<file path="config.mk">
export PLATFORM = sky130hd
export DESIGN_NAME = conv_processor_mac_seq
export DESIGN_NICKNAME = d
export VERILOG_FILES = /design/src/rtl/conv_processor_pkg.sv /design/src/rtl/conv_processor_mac_dp.sv /design/src/rtl/conv_processor_mac_seq.sv
export SDC_FILE = /design/constraint.sdc
export NUM_CORES = 1
export LEC_CHECK = 0
export ABC_AREA = 1
export CORE_MARGIN = 10
export CORE_UTILIZATION = 54
export DETAILED_ROUTE_END_ITERATION = 6
export PLACE_DENSITY = 0.84
export REMOVE_ABC_BUFFERS = 1
export SLEW_MARGIN = 20
export SYNTH_ARGS = -nofsm -noshare
export SYNTH_HDL_FRONTEND = slang
export SYNTH_SLANG_ARGS = --single-unit
export TNS_END_PERCENT = 1
</file>
<file path="constraint.sdc">
create_clock -name clk -period 5.04 [get_ports clk]
set_input_delay 0.504 -clock clk [delete_from_list [all_inputs] [get_ports clk]]
set_output_delay 0.504 -clock clk [all_outputs]
set_load 0.01 [all_outputs]
</file>
<file path="src/rtl/conv_processor_pkg.sv">
// Shared definitions for the convolution core: FSM state encoding, width helper, data typedefs.
// The CONV_PROC_SIGNED_EN macro selects signed sample arithmetic.
package conv_processor_pkg;

    localparam int DEF_DATA_WIDTH = 8;
    localparam int DEF_ADDR_WIDTH = 5;

    // The accumulator holds up to 2**ADDR_WIDTH full-scale products without wrapping.
    function automatic int accWidth(input int dataWidth, input int addrWidth);
        return 2 * dataWidth + addrWidth;
    endfunction

    localparam int DEF_ACC_WIDTH = accWidth(DEF_DATA_WIDTH, DEF_ADDR_WIDTH);

    typedef logic [DEF_DATA_WIDTH-1:0] sample_t;
    typedef logic [DEF_ACC_WIDTH-1:0]  acc_t;

    typedef enum logic [2:0] {
        IDLE = 3'd0,
        CLR  = 3'd1,
        IDX  = 3'd2,
        MAC  = 3'd3,
        WR   = 3'd4,
        DONE = 3'd5
    } state_e;

endpackage

</file>
<file path="src/rtl/conv_processor_mac_dp.sv">
// Multiply-accumulate datapath: extends X*Y to accumulator width and adds the running sum.
// With CONV_PROC_SIGNED_EN defined the operands are two's complement and the product is sign-extended.
module conv_processor_mac_dp #(
    parameter int DATA_WIDTH = 8,
    parameter int ACC_WIDTH  = 21
) (
    input  logic [DATA_WIDTH-1:0] x_i,
    input  logic [DATA_WIDTH-1:0] y_i,
    input  logic [ACC_WIDTH-1:0]  acc_i,
    output logic [ACC_WIDTH-1:0]  sum_o
);

    localparam int PW = 2 * DATA_WIDTH;

    logic [PW-1:0]        product;
    logic [ACC_WIDTH-1:0] productExt;

`ifdef CONV_PROC_SIGNED_EN
    logic signed [PW-1:0] xExt;
    logic signed [PW-1:0] yExt;

    assign xExt       = $signed({{DATA_WIDTH{x_i[DATA_WIDTH-1]}}, x_i});
    assign yExt       = $signed({{DATA_WIDTH{y_i[DATA_WIDTH-1]}}, y_i});
    assign product    = xExt * yExt;
    assign productExt = {{(ACC_WIDTH-PW){product[PW-1]}}, product};
`else
    logic [PW-1:0] xExt;
    logic [PW-1:0] yExt;

    assign xExt       = {{DATA_WIDTH{1'b0}}, x_i};
    assign yExt       = {{DATA_WIDTH{1'b0}}, y_i};
    assign product    = xExt * yExt;
    assign productExt = {{(ACC_WIDTH-PW){1'b0}}, product};
`endif

    assign sum_o = acc_i + productExt;

endmodule

</file>
<file path="src/rtl/conv_processor_mac_seq.sv">
// Convolution sequencer: walks output index i and tap index j, drives X/Y reads and accumulator strobes,
// and writes each finished sum to Z. CONV_PROC_SIGNED_EN (in the datapath) selects signed samples.
module conv_processor_mac_seq
    import conv_processor_pkg::*;
#(
    parameter int DATA_WIDTH = DEF_DATA_WIDTH,
    parameter int ADDR_WIDTH = DEF_ADDR_WIDTH,
    parameter int ACC_WIDTH  = accWidth(DATA_WIDTH, ADDR_WIDTH)
) (
    input  logic                  clk,
    input  logic                  rstn,
    input  logic                  start,
    input  logic [ADDR_WIDTH:0]   size_x,
    input  logic [ADDR_WIDTH:0]   size_y,
    output logic [ADDR_WIDTH-1:0] memx_addr,
    input  logic [DATA_WIDTH-1:0] memx_data,
    output logic [ADDR_WIDTH-1:0] memy_addr,
    input  logic [DATA_WIDTH-1:0] memy_data,
    output logic                  acc_clear,
    output logic                  acc_load,
    output logic [ACC_WIDTH-1:0]  acc_next,
    input  logic [ACC_WIDTH-1:0]  acc_q,
    output logic [ADDR_WIDTH:0]   memz_addr,
    output logic [ACC_WIDTH-1:0]  memz_data,
    output logic                  memz_we,
    output logic                  busy,
    output logic                  done
);

    localparam int SW = ADDR_WIDTH + 1;
    localparam logic [SW-1:0] MAX_SIZE = {1'b1, {ADDR_WIDTH{1'b0}}};

    state_e                state_q, state_d;
    logic [SW-1:0]         iCnt_q, iCnt_d;
    logic [ADDR_WIDTH-1:0] jCnt_q, jCnt_d;
    logic [SW-1:0]         sizeX_q, sizeX_d;
    logic [SW-1:0]         sizeY_q, sizeY_d;
    logic [ADDR_WIDTH-1:0] memxAddr_q, memxAddr_d;
    logic [ADDR_WIDTH-1:0] memyAddr_q, memyAddr_d;

    logic [SW-1:0]         sizeXSat, sizeYSat;
    logic [SW-1:0]         kDiff;
    logic [SW:0]           sumSizes;
    logic                  termValid, lastJ, lastI;
    logic [ACC_WIDTH-1:0]  dpSum;

    assign sizeXSat = (size_x > MAX_SIZE) ? MAX_SIZE : size_x;
    assign sizeYSat = (size_y > MAX_SIZE) ? MAX_SIZE : size_y;

    // A term exists only when k = i - j lands inside X; otherwise it is skipped without a MAC cycle.
    assign kDiff     = iCnt_q - {1'b0, jCnt_q};
    assign termValid = (iCnt_q >= {1'b0, jCnt_q}) && (kDiff < sizeX_q);
    assign lastJ     = ({1'b0, jCnt_q} == (sizeY_q - SW'(1)));
    assign sumSizes  = {1'b0, sizeX_q} + {1'b0, sizeY_q};
    assign lastI     = ({1'b0, iCnt_q} == (sumSizes - (SW+1)'(2)));

    conv_processor_mac_dp #(
        .DATA_WIDTH (DATA_WIDTH),
        .ACC_WIDTH  (ACC_WIDTH)
    ) u_dp (
        .x_i   (memx_data),
        .y_i   (memy_data),
        .acc_i (acc_q),
        .sum_o (dpSum)
    );

    always_ff @(posedge clk or negedge rstn) begin
        if (!rstn) begin
            state_q    <= IDLE;
            iCnt_q     <= '0;
            jCnt_q     <= '0;
            sizeX_q    <= '0;
            sizeY_q    <= '0;
            memxAddr_q <= '0;
            memyAddr_q <= '0;
        end else begin
            state_q    <= state_d;
            iCnt_q     <= iCnt_d;
            jCnt_q     <= jCnt_d;
            sizeX_q    <= sizeX_d;
            sizeY_q    <= sizeY_d;
            memxAddr_q <= memxAddr_d;
            memyAddr_q <= memyAddr_d;
        end
    end

    always_comb begin
        state_d    = state_q;
        iCnt_d     = iCnt_q;
        jCnt_d     = jCnt_q;
        sizeX_d    = sizeX_q;
        sizeY_d    = sizeY_q;
        memxAddr_d = memxAddr_q;
        memyAddr_d = memyAddr_q;
        case (state_q)
            IDLE: begin
                if (start) begin
                    sizeX_d = sizeXSat;
                    sizeY_d = sizeYSat;
                    iCnt_d  = '0;
                    state_d = ((sizeXSat == '0) || (sizeYSat == '0)) ? DONE : CLR;
                end
            end
            CLR: begin
                jCnt_d  = '0;
                state_d = IDX;
            end
            IDX: begin
                if (termValid) begin
                    memxAddr_d = kDiff[ADDR_WIDTH-1:0];
                    memyAddr_d = jCnt_q;
                    state_d    = MAC;
                end else if (lastJ) begin
                    state_d = WR;
                end else begin
                    jCnt_d = jCnt_q + ADDR_WIDTH'(1);
                end
            end
            MAC: begin
                if (lastJ) begin
                    state_d = WR;
                end else begin
                    jCnt_d  = jCnt_q + ADDR_WIDTH'(1);
                    state_d = IDX;
                end
            end
            WR: begin
                if (lastI) begin
                    state_d = DONE;
                end else begin
                    iCnt_d  = iCnt_q + SW'(1);
                    state_d = CLR;
                end
            end
            DONE:    state_d = IDLE;
            default: state_d = IDLE;
        endcase
    end

    // The RAMs are synchronous, so the IDX address must reach them combinationally to be valid in MAC.
    assign memx_addr = memxAddr_d;
    assign memy_addr = memyAddr_d;

    assign acc_clear = (state_q == CLR);
    assign acc_load  = (state_q == MAC);
    assign acc_next  = (state_q == MAC) ? dpSum : '0;
    assign memz_we   = (state_q == WR);
    assign memz_addr = (state_q == WR) ? iCnt_q : '0;
    assign memz_data = (state_q == WR) ? acc_q : '0;
    assign busy      = (state_q != IDLE);
    assign done      = (state_q == DONE);

endmodule

</file>
### Word level (Yosys, flattened, before mapping)

Cells that the tools add are included.

| storage, ports and cells | value |
|---|---|
| output and inout bits | 63 |
| register bits after elaboration | 36 |
| bits of input ports | 52 |

| cells by class | value |
|---|---|
| magnitude comparators | 4 |
| $add $sub $neg | 7 |
| muxes and demuxes | 22 |
| multiply operators | 1 |
| reduce and logical (&&, ||, !) cells | 12 |
| equal/unequal tests | 11 |

Operators with widths:

| operator | number |
|---|---|
| two-way mux 21 bit | 2 |
| two-way mux 5 bit | 6 |
| two-way mux 6 bit | 5 |
| adder 21 x 16 -> 21 bit | 1 |
| two-way mux 3 bit | 6 |
| multiplier 8 x 8 -> 16 bit | 1 |
| one-hot mux 3 bit (5 select lines) | 1 |
| one-hot mux 5 bit (3 select lines) | 1 |
| greater-than comparator 6 bit, second input constant | 2 |
| logical NOT 6 bit | 2 |
| one-hot mux 6 bit (2 select lines) | 1 |
| adder 6 x 6 -> 7 bit | 1 |
| equality test 6 x 7 -> 1 bit | 1 |
| subtractor 7 x 2 -> 7 bit, second input constant | 1 |
| adder 6 x 1 -> 6 bit, second input constant | 1 |
| equality test 3 x 2 -> 1 bit, second input constant | 2 |
| equality test 3 bit, second input constant | 2 |
| equality test 5 x 6 -> 1 bit | 1 |
| >= comparator 6 x 5 -> 1 bit | 1 |
| less-than comparator 6 bit | 1 |
| inequality test 2 bit, second input constant | 3 |
| AND reduction 2 bit | 3 |
| nonzero test 3 bit | 2 |
| subtractor 6 x 1 -> 6 bit, second input constant | 1 |
| other kinds (9) | 9 |

### Logic depth before layout (Yosys ltp)

| logic depth | value |
|---|---|
| depth in word-level cells | 7 |
| gate-level depth with buffers | 22 |
| mapped depth without buffers | 21 |

### Modules after synthesis

Synthesis repeated with hierarchy kept, for this count alone.

| unflattened totals | value |
|---|---|
| cells, all modules | 924 |
| area total of the unflattened synthesis | 6162.2 um^2 |

By module, submodules not included:

| module | cells an instance | sequential area each (um^2) | times used | area an instance (um^2) |
|---|---|---|---|---|
| conv_processor_mac_seq | 469 | 900.9 | 1 | 3176.8 |
| conv_processor_mac_dp | 455 | 0.0 | 1 | 2985.4 |

### Least setup slack after synthesis

Ideal clock, no wire load.

| timing | value |
|---|---|
| path type | input to output |
| start point | input port memx_data[0] |
| end point | output port acc_next[16] |
| stages | 20 |
| slack | 0.256 ns |
| path buffers | 1 |
| arrival | 4.280 ns |
| cells stage by stage | clkbuf_1 > nand2_1 > fa_1 > fa_1 > inv_1 > fa_1 > inv_1 > fa_1 > inv_1 > ha_1 > inv_1 > o21bai_1 > nand2_1 > nand3_1 > nand3_1 > nand2_1 > nand2_1 > nand3_1 > nand2_1 > nor2_1 |

| between the ends | value |
|---|---|
| longest elaborated chain between the ends | 3 |

Ends and longest elaborated chain:

| element | line | source |
|---|---|---|
| start: declaration | conv_processor_mac_seq.sv:16 | `input logic [DATA_WIDTH-1:0] memx_data,` |
| multiplier 8 x 8 -> 16 bit | conv_processor_mac_dp.sv:32 | `assign product = xExt * yExt;` |
| adder 21 x 16 -> 21 bit | conv_processor_mac_dp.sv:36 | `assign sum_o = acc_i + productExt;` |
| two-way mux 21 bit | conv_processor_mac_seq.sv:146 | `assign acc_next = (state_q == MAC) ? dpSum : '0;` |
| end: declaration | conv_processor_mac_seq.sv:21 | `output logic [ACC_WIDTH-1:0] acc_next,` |

No other way between the ends.

### Worst setup path in the final report

| timing | value |
|---|---|
| start point | input port memx_data[4] |
| end point | output port acc_next[16] |

The elaborated chain is that of the path after synthesis.

==> out/metrics.cfg <==
[timing]
slew_headroom_pct=23.8
setup_ws_ps=159
finalSetupViolCount=0
tightest_slew_ps=1140
setup_tns_ps=0
rsz0062_at_grt=yes
layout_min_cycle_time_ps=4880
hold_violations=0
slew_viol_final=0
fin_hold_ws_ps=498
fmax_mhz=205
period_share_pct=96.8
finalClockSkew_ps=8.07

[routing]
antenna_left=0
viasPerCell=4.98
dr.pass1.iters=5
wirelength_um=15700
vias=5623
wl_per_cell_um=13.8
first_iter_violations=418
drc=0

[min_path]
hold_class=reg2reg

[yosys]
ys_top_cells_by_area=fa_1, dfrtp_1, inv_1, ha_1, nand2_1
yosysTopAreaCellShare_pct=18.0
syn-cell-area_um2=5770
ys_types=34
seq_area_frac_synth_pct=15.6
syn_avg_cell_area_um2=6.73
synthCells=857
yosysWarnings=0
synth-seq-cells=36
synth_area_leader_cell=fa_1

[setup_path]
critical_path_required_ps=4540
cp-start-kind=primary input
worst_setup_path_end_kind=output pin
crit_path_max_fanout=8
cp_top_family=adder cells
crit_path_frequent_cell=fa_1
path_buf_inv=5
worstSetupPathType=in2out
path_cells=buf_2 > nand2_1 > fa_1 > inv_1 > fa_1 > fa_1 > inv_1 > fa_1 > inv_1 > ha_4 > nand2_1 > nor2_1 > nand2_2 > nand3_2 > nand3_2 > nand2_2 > nand2_2 > a21oi_1 > nor2_2 > buf_2
slowest_stage=fa_1
arrival_ps=4380
critPathMaxStageDelay_ps=560

[cts]
numClockSinks=36
cts_tree=built
clockBufferDepth=2
path_clk_slew_ps=80
clk_latency_ps=290
cts-root-buf=clkbuf_8
h-tree-depth=2
cts-hold-fix-buffers=0
cts-buffers-inserted=5

[pwr]
p_int_mw=1.91
comb_power_share_pct=82.0
netSwitchingFraction_pct=50.9
p_switching_mw=1.98
seqPwrFrac_pct=11.4
power_density_nw_per_um2=520
ir_worst_vdd_mv=0.445
power.share.clock_pct=6.6
p_leak_nw=4.28

[final_layout]
design_area_um2=7460
layout_commonest_cell=inv_1
register_area_um2=901
syn_to_final_growth_pct=29.3
final_cell_mix=inv_1, nand2_1, nor2_1
fill_cells=814
nets=1162
drive_above_1_share_pct=13.1
multi_input_area_um2=4090
diodes=0

[global_routing]
antenna_found_initial=0
grt_pass1_vias=5551
grtUsageTotal_pct=20.1
grt_overflow=0
grt_pass1_wl_um=25600
grt_max_degree=37

[flow_run]
maxCapViolCount=0

[placed_design]
dp_hpwl_um=12700
dp_slack_ps=-824
portBuffers=114
placed_cell_area_um2=7250
gp_congestion=0.907

[status]
status=finished, final reports clean

[floorplanning]
die_w_um=123
io_pins=115
core_area_um2=10400
die_h_um=123
std_cell_rows=37
start_util_pct=55.6
dieArea_um2=15200

layout make-up:
| class | instances | share of cell area, % |
|---|---|---|
| Inverter | 232 | 11.7 |
| Multi-Input combinational cell | 565 | 54.8 |
| Tap cell | 136 | 2.28 |
| Timing Repair Buffer | 153 | 17.7 |
| Clock inverter | 3 | 0.570 |
| Clock buffer | 5 | 0.922 |
| Sequential cell | 36 | 12.1 |
state kept, by name, summed over array words and instances, names as in the netlist:
register and cells:
jCnt_q 5, memyAddr_q 5, iCnt_q 6, sizeY_q 6, sizeX_q 6, memxAddr_q 5, state_q 3
Yosys cell counts (all sizes together):
cell      n
xor2     10
or2       2
and2      1
clkbuf   19
dfrtp    36
inv     232
nand2   209
nor2     94
o22ai     4
a21boi    1
a21o      2
ha       65
a21oi    25
nor3      4
o21ai    34
o21bai    1
buf       5
nand3    41
o31ai     1
xnor2     8
a31oi     3
fa       52
mux2      2
nand4     6
final timing paths:
kind	cells past startpoint	slack (ps)	from	to
max	20	160	memx_data[4]	acc_next[16]
min	1	500	memxAddr_q[2]	memxAddr_q[2]
max reg2reg	20	1730	iCnt_q[0]	jCnt_q[1]
min reg2reg	1	500	memxAddr_q[2]	memxAddr_q[2]
max in group asynchronous	2	4090	rstn	iCnt_q[1]
min in group asynchronous	2	620	rstn	memyAddr_q[2]
power by group through the flow:
stage / clock network (mW) / registers [mW] / logic, mW
2_1_floorplan: 0 / 0.430 / 1.91
3_3_place_gp: 0 / 0.442 / 2.82
3_5_place_dp: 0 / 0.445 / 2.89
4_1_cts: 0.257 / 0.441 / 2.99
5_1_grt: 0.273 / 0.453 / 3.60
6_report: 0.255 / 0.443 / 3.18
repair_timing:
item | CTS | global route
buffers inserted | 2 | 1
resized for setup | 77 | 61
pin swaps | 10 | 43
setup endpoints to repair | 17 | 14
per-stage QoR:
stage               power (mW)  cells  utilization [%]
finish                    3.88   1130             72.0
detailed placement        3.33   1119             69.9
floorplan                 2.34    833                -
global placement          3.27   1119             69.9
global route              4.33   1130             72.0
CTS                       3.69   1129             71.4
cell families after synthesis:
kind of cell	after synthesis	share of synthesized area, %
AOI/OAI and AO/OA	71	6.59
adders and majority gates	117	32.1
buffers and inverters	256	16.9
xor gates and xnor gates	18	2.73
and+or+nand+nor	357	25.5
DFF	36	15.6
muxes	2	0.520
routing by layer:
metal  wire length [um]  part of all wire, %  global-route usage (%)
met1               6540                   42                    25.1
met2               7710                   49                    35.0
met3               1030                  6.6                    3.87
met4                362                  2.3                    5.17
met5                  0                    0                       0
Power figures use the tool's default switching activity.
==> patch 1, RTL diff (same settings) <==
Build with the macro `CONV_PROC_SIGNED_EN` defined.
--- a/src/rtl/conv_processor_mac_dp.sv
+++ b/src/rtl/conv_processor_mac_dp.sv
@@ -1,5 +1,7 @@
 // Multiply-accumulate datapath: extends X*Y to accumulator width and adds the running sum.
 // With CONV_PROC_SIGNED_EN defined the operands are two's complement and the product is sign-extended.
+`define CONV_PROC_SIGNED_EN
+
 module conv_processor_mac_dp #(
     parameter int DATA_WIDTH = 8,
     parameter int ACC_WIDTH  = 21
Formal check against the unedited RTL: not equivalent (Yosys sat finds a counterexample within 4 cycles, from zero or initial values and one cycle with rstn low).
==> patch 1 against the unedited design <==
The flow now finishes with violations (setup timing); area after synthesis increased by 18%; sequential cell count did not move; setup slack got worse by 1.4 ns; core utilization grew 4.2 points; wire length up 44%; cell area up 28%; fmax is 22% lower; critical endpoint is now acc_next[17]; highest routed layer is now met5.
Power is not shown: default switching activity piles up to over one toggle a cycle in this logic, so the estimate is an artifact.
==> patch 1: results (changes against the unedited design) <==
Cells and area
  • Share of cells above drive strength 1: 0.241 (+0.110)
  • NumNets Final: 1398 (+20%)
  • Multi-input logic area: 0.00545 mm^2 (+33%)
  • Clk cell area share: 0.0176 (+0.00267)
  • Data buffer area share: 0.192 (+0.0153)
  • #MultiIn Comb: 702 (+24%)
  • Sequential cell count: 36 (unchanged)
  • Invs w/o clock: 256 (+10%)
  • Area growth syn-to-layout: 39.4%

Synth
  • Most frequent cells after synthesis: 250 x inv_1, 218 x nand2_1, 102 x nor2_1
  • Mux contribution to synthesized area: 0.00384 (-0.00136)
  • Synth Area in XOR/XNOR: 0.0346 (+0.00726)
  • Synth Instances: 1017 (+19%)
  • Yosys cell types: 44 (+29%)
  • Dominant cells by area after synthesis: fa_1 17%, inv_1 14%, ha_1 14%
  • Adder-cell share of the synthesized area: 0.305 (-0.0161)

Global routing
  • Initial antenna violation count: 1 (+1)

Run status
  • Status: finished, violations left
  • Failing checks: setup timing

Critical path
  • Worst-path fanout max: 4 (-4)
  • Data arrival, critical path: 5.74 ns (+1.36 ns)

Placed design
  • Pre-CTS setup slack: -2.09 ns (-1.27 ns)
  • RD Place Congestion: 0.928 (+2.3%)
  • Post-placement cell area: 0.00874 mm^2 (+21%)
  • DPL Wire Length: 16.2 mm (+27%)

CTS
  • Setup bufs post-CTS: 10 (+8)
  • CTS clk-pin slew, worst paths: 0.06 ns (-0.02 ns)

Timing
  • PnR worst setup slack: -1.20 ns (-1.36 ns)
  • Skew final: 0.0114 ns (+0.00334 ns)
  • Setup-failing EPs final: 15 (+15)
  • Worst-margin pin slew: 0.776 ns (-0.363 ns)

Route
  • Vias: 7472 (+33%)
  • 1st-iter DRT viols: 480 (+15%)
  • Post-Route WL: 22.5 mm (+44%)
  • Pre-Repair DR Iteration Count: 6 (+1)

Floorplanning
  • Core area: 0.0125 mm^2 (+21%)
patch 1: changes by cell type after synthesis, sizes merged, moves of 11 or more:
cell,before,now
a21oi,25,57
inv,232,256
nand2,209,230
nor2,94,110
o21ai,34,45
patch 1: cells by family (layout without fill, tap and decap cells):
kind of cell	after synthesis	count (layout)
xor+xnor	27	27
flops	36	36
fa+ha+maj	132	132
mux	2	2
compound gates	118	118
buf+inv	279	477
simple gates	423	423
patch 1: worst paths after layout:
kind                                          from                 endpoint  slack (ns)  cells after the start
max in group asynchronous                     rstn    iCnt_q[4]$_DFFE_PN0P_        4.06                      2
setup reg to reg             jCnt_q[2]$_DFFE_PN0P_  memxAddr_q[2]$_DFF_PN0_        1.61                     14
setup / recovery                      memy_data[7]             acc_next[17]       -1.20                     29
hold / removal             memxAddr_q[2]$_DFF_PN0_  memxAddr_q[2]$_DFF_PN0_        0.50                      1
hold reg to reg            memxAddr_q[2]$_DFF_PN0_  memxAddr_q[2]$_DFF_PN0_        0.50                      1
min in group asynchronous                     rstn   sizeY_q[2]$_DFFE_PN0P_        0.64                      2
patch 1: routing by layer:
| metal | up-vias | GRT usage | share of wire |
|---|---|---|---|
| li1 | 3496 | - | - |
| met1 | 3563 | 0.268 | 0.39 |
| met2 | 341 | 0.436 | 0.50 |
| met3 | 70 | 0.0462 | 0.073 |
| met4 | 2 | 0.0727 | 0.033 |
| met5 | - | 0 | 0.00080 |
patch 1: worst register-to-register path: stages, from the launching register on:
cell	delay, ns
dfrtp_1	0.46
inv_1	0.16
ha_1	0.36
a21oi_1	0.17
nand2_1	0.10
nand2_1	0.10
nand2_1	0.07
a21oi_1	0.15
xor2_1	0.19
ha_1	0.27
a21oi_1	0.14
o21ai_0	0.11
a21oi_1	0.32
nand3_4	0.31
mux2_4	0.39
==> patch 2, RTL diff (config.mk and constraints unchanged) <==
Without the edit above. Encoding of `state_e`: now one-hot (6 bits for 6 states).
--- a/src/rtl/conv_processor_pkg.sv
+++ b/src/rtl/conv_processor_pkg.sv
@@ -15,13 +15,13 @@
     typedef logic [DEF_DATA_WIDTH-1:0] sample_t;
     typedef logic [DEF_ACC_WIDTH-1:0]  acc_t;
 
-    typedef enum logic [2:0] {
-        IDLE = 3'd0,
-        CLR  = 3'd1,
-        IDX  = 3'd2,
-        MAC  = 3'd3,
-        WR   = 3'd4,
-        DONE = 3'd5
+    typedef enum logic [5:0] {
+        IDLE = 6'b000001,
+        CLR  = 6'b000010,
+        IDX  = 6'b000100,
+        MAC  = 6'b001000,
+        WR   = 6'b010000,
+        DONE = 6'b100000
     } state_e;
 
 endpackage
Formal check against the unedited RTL: same outputs for any inputs over 10 cycles, from zero or initial values and one cycle with rstn low; not proved beyond that.
==> patch 2 against the unedited design <==
Non-clock buffer count rose by 15; wire length up 8.8%; setup slack got worse by 0.11 ns; area after synthesis is 2.7% higher; critical path type unchanged; largest power group unchanged; power decreased by 7.0%; clock skew about the same; cell area rose by 4.9%; sequential cell count rose by 3; via count grew 6.0%; count of clock-buffer cells in the layout did not move; first-iteration DRC count increased by 9.8%; combinational power shrank 10%; core utilization rose by 0.55 points; cell count is 1.6% higher.
==> patch 2: results (changes against the unedited design) <==
Run status
  • Status: finished clean

Synth
  • Mux contribution to synthesized area: 0 (-0.00520)
  • Most frequent cells after synthesis: 216 x inv_1, 190 x nand2_1, 72 x nor2_1
  • Dominant cells by area after synthesis: fa_1 18%, dfrtp_1 16%, ha_1 14%
  • Yosys cell types: 41 (+21%)
  • Post-synthesis sequential area ratio: 0.165 (+0.00883)
  • Compound-Gate Fraction of Synth Area: 0.0781 (+0.0122)
  • Adder-cell share of the synthesized area: 0.313 (-0.00835)
  • Synth Area in XOR/XNOR: 0.0207 (-0.00662)

Route
  • Pre-Repair DR Iteration Count: 6 (+1)
  • Vias: 5960 (+6.0%)
  • Post-Route WL: 17.0 mm (+8.8%)

Power and ir drop
  • Sw Ratio: 0.497 (-0.0121)
  • Part of the power in registers: 0.121 (+0.007)
  • Clk pwr share: 0.087 (+0.021)
  • VDD IR max: 0.000392 V (-12%)

Cells and area
  • # fillers: 784 (-3.7%)
  • Share of cells above drive strength 1: 0.185 (+0.0537)
  • NumNets Final: 1176 (+1.2%)
  • Storage element area: 977 um^2 (+8.5%)

CTS
  • Post-cts resize count: 81 (+5.2%)

Global routing
  • First-pass GRT wire length: 28.0 mm (+9.4%)
  • Pin count of the biggest net entering global routing: 40 (+8.1%)
  • Vias in the first global route: 6097 (+9.8%)

Critical path
  • Worst-path fanout max: 3 (-5)
  • R2R depth: 18 (-10%)
  • Crit-path max cell delay: 0.53 ns (-0.03 ns)

Timing
  • Hold WS: 0.303 ns (-0.195 ns)
  • Rel. slew slack: 0.434 (+0.196)

Placed design
  • Post-placement cell area: 0.00742 mm^2 (+2.4%)
  • Pre-CTS setup slack: -0.720 ns (+0.104 ns)
  • Placed Cells: 1128 (+0.80%)

Hold path
  • Hold Path Class: input port to async pin
[patch 2: layout make-up]
| cell class | instances | share of cell area |
|---|---|---|
| multi-input combinational | 562 | 0.536 |
| timing repair buffer | 168 | 0.189 |
| sequential | 39 | 0.125 |
| inverter | 231 | 0.111 |
| tap | 140 | 0.0224 |
| clock buffer | 5 | 0.00879 |
| clock inverter | 3 | 0.00863 |
[patch 2: worst max path at each step]
stage,from,endpoint,slack [ns],cells past startpoint
final,acc_q[3],acc_next[9],0.05,20
after global routing,acc_q[4],acc_next[15],-0.07,22
after CTS,memy_data[7],acc_next[13],-0.16,18
after detailed placement,memy_data[4],acc_next[16],-0.72,19
after global placement,memy_data[4],acc_next[16],-0.69,19
after floorplan,memx_data[0],acc_next[16],0.56,17
[patch 2: worst reg2reg max path, cell delays in order (launching register included)]
cell and delay, ns:
dfrtp_1 0.45, inv_1 0.19, ha_1 0.18, inv_1 0.06
fa_1 0.42, nand3_1 0.09, nand3_1 0.10, xor2_1 0.28
inv_1 0.10, ha_1 0.28, nand2_1 0.08, nor2_1 0.05
nand2_1 0.05, inv_1 0.03, nor2_1 0.23, nand3_2 0.37
nand3_4 0.32, nand2_1 0.07, o21ai_1 0.07
[patch 2: routing by layer]
| metal | track usage | wire length (um) | vias to the layer above |
|---|---|---|---|
| met5 | 0 | 0 | - |
| met4 | 0.0624 | 594 | 0 |
| met1 | 0.239 | 6700 | 2804 |
| met3 | 0.0396 | 967 | 51 |
| met2 | 0.381 | 8760 | 231 |
| li1 | - | - | 2874 |
[patch 2: cells by family (layout without fill, tap and decap cells)]
kind of cell               after synthesis  after routing
and+or+nand+nor                        347            347
buffers and inverters                  256            407
adders and majority gates              117            117
AOI/OAI and AO/OA                       84             84
DFF                                     39             39
xor gates and xnor gates                14             14
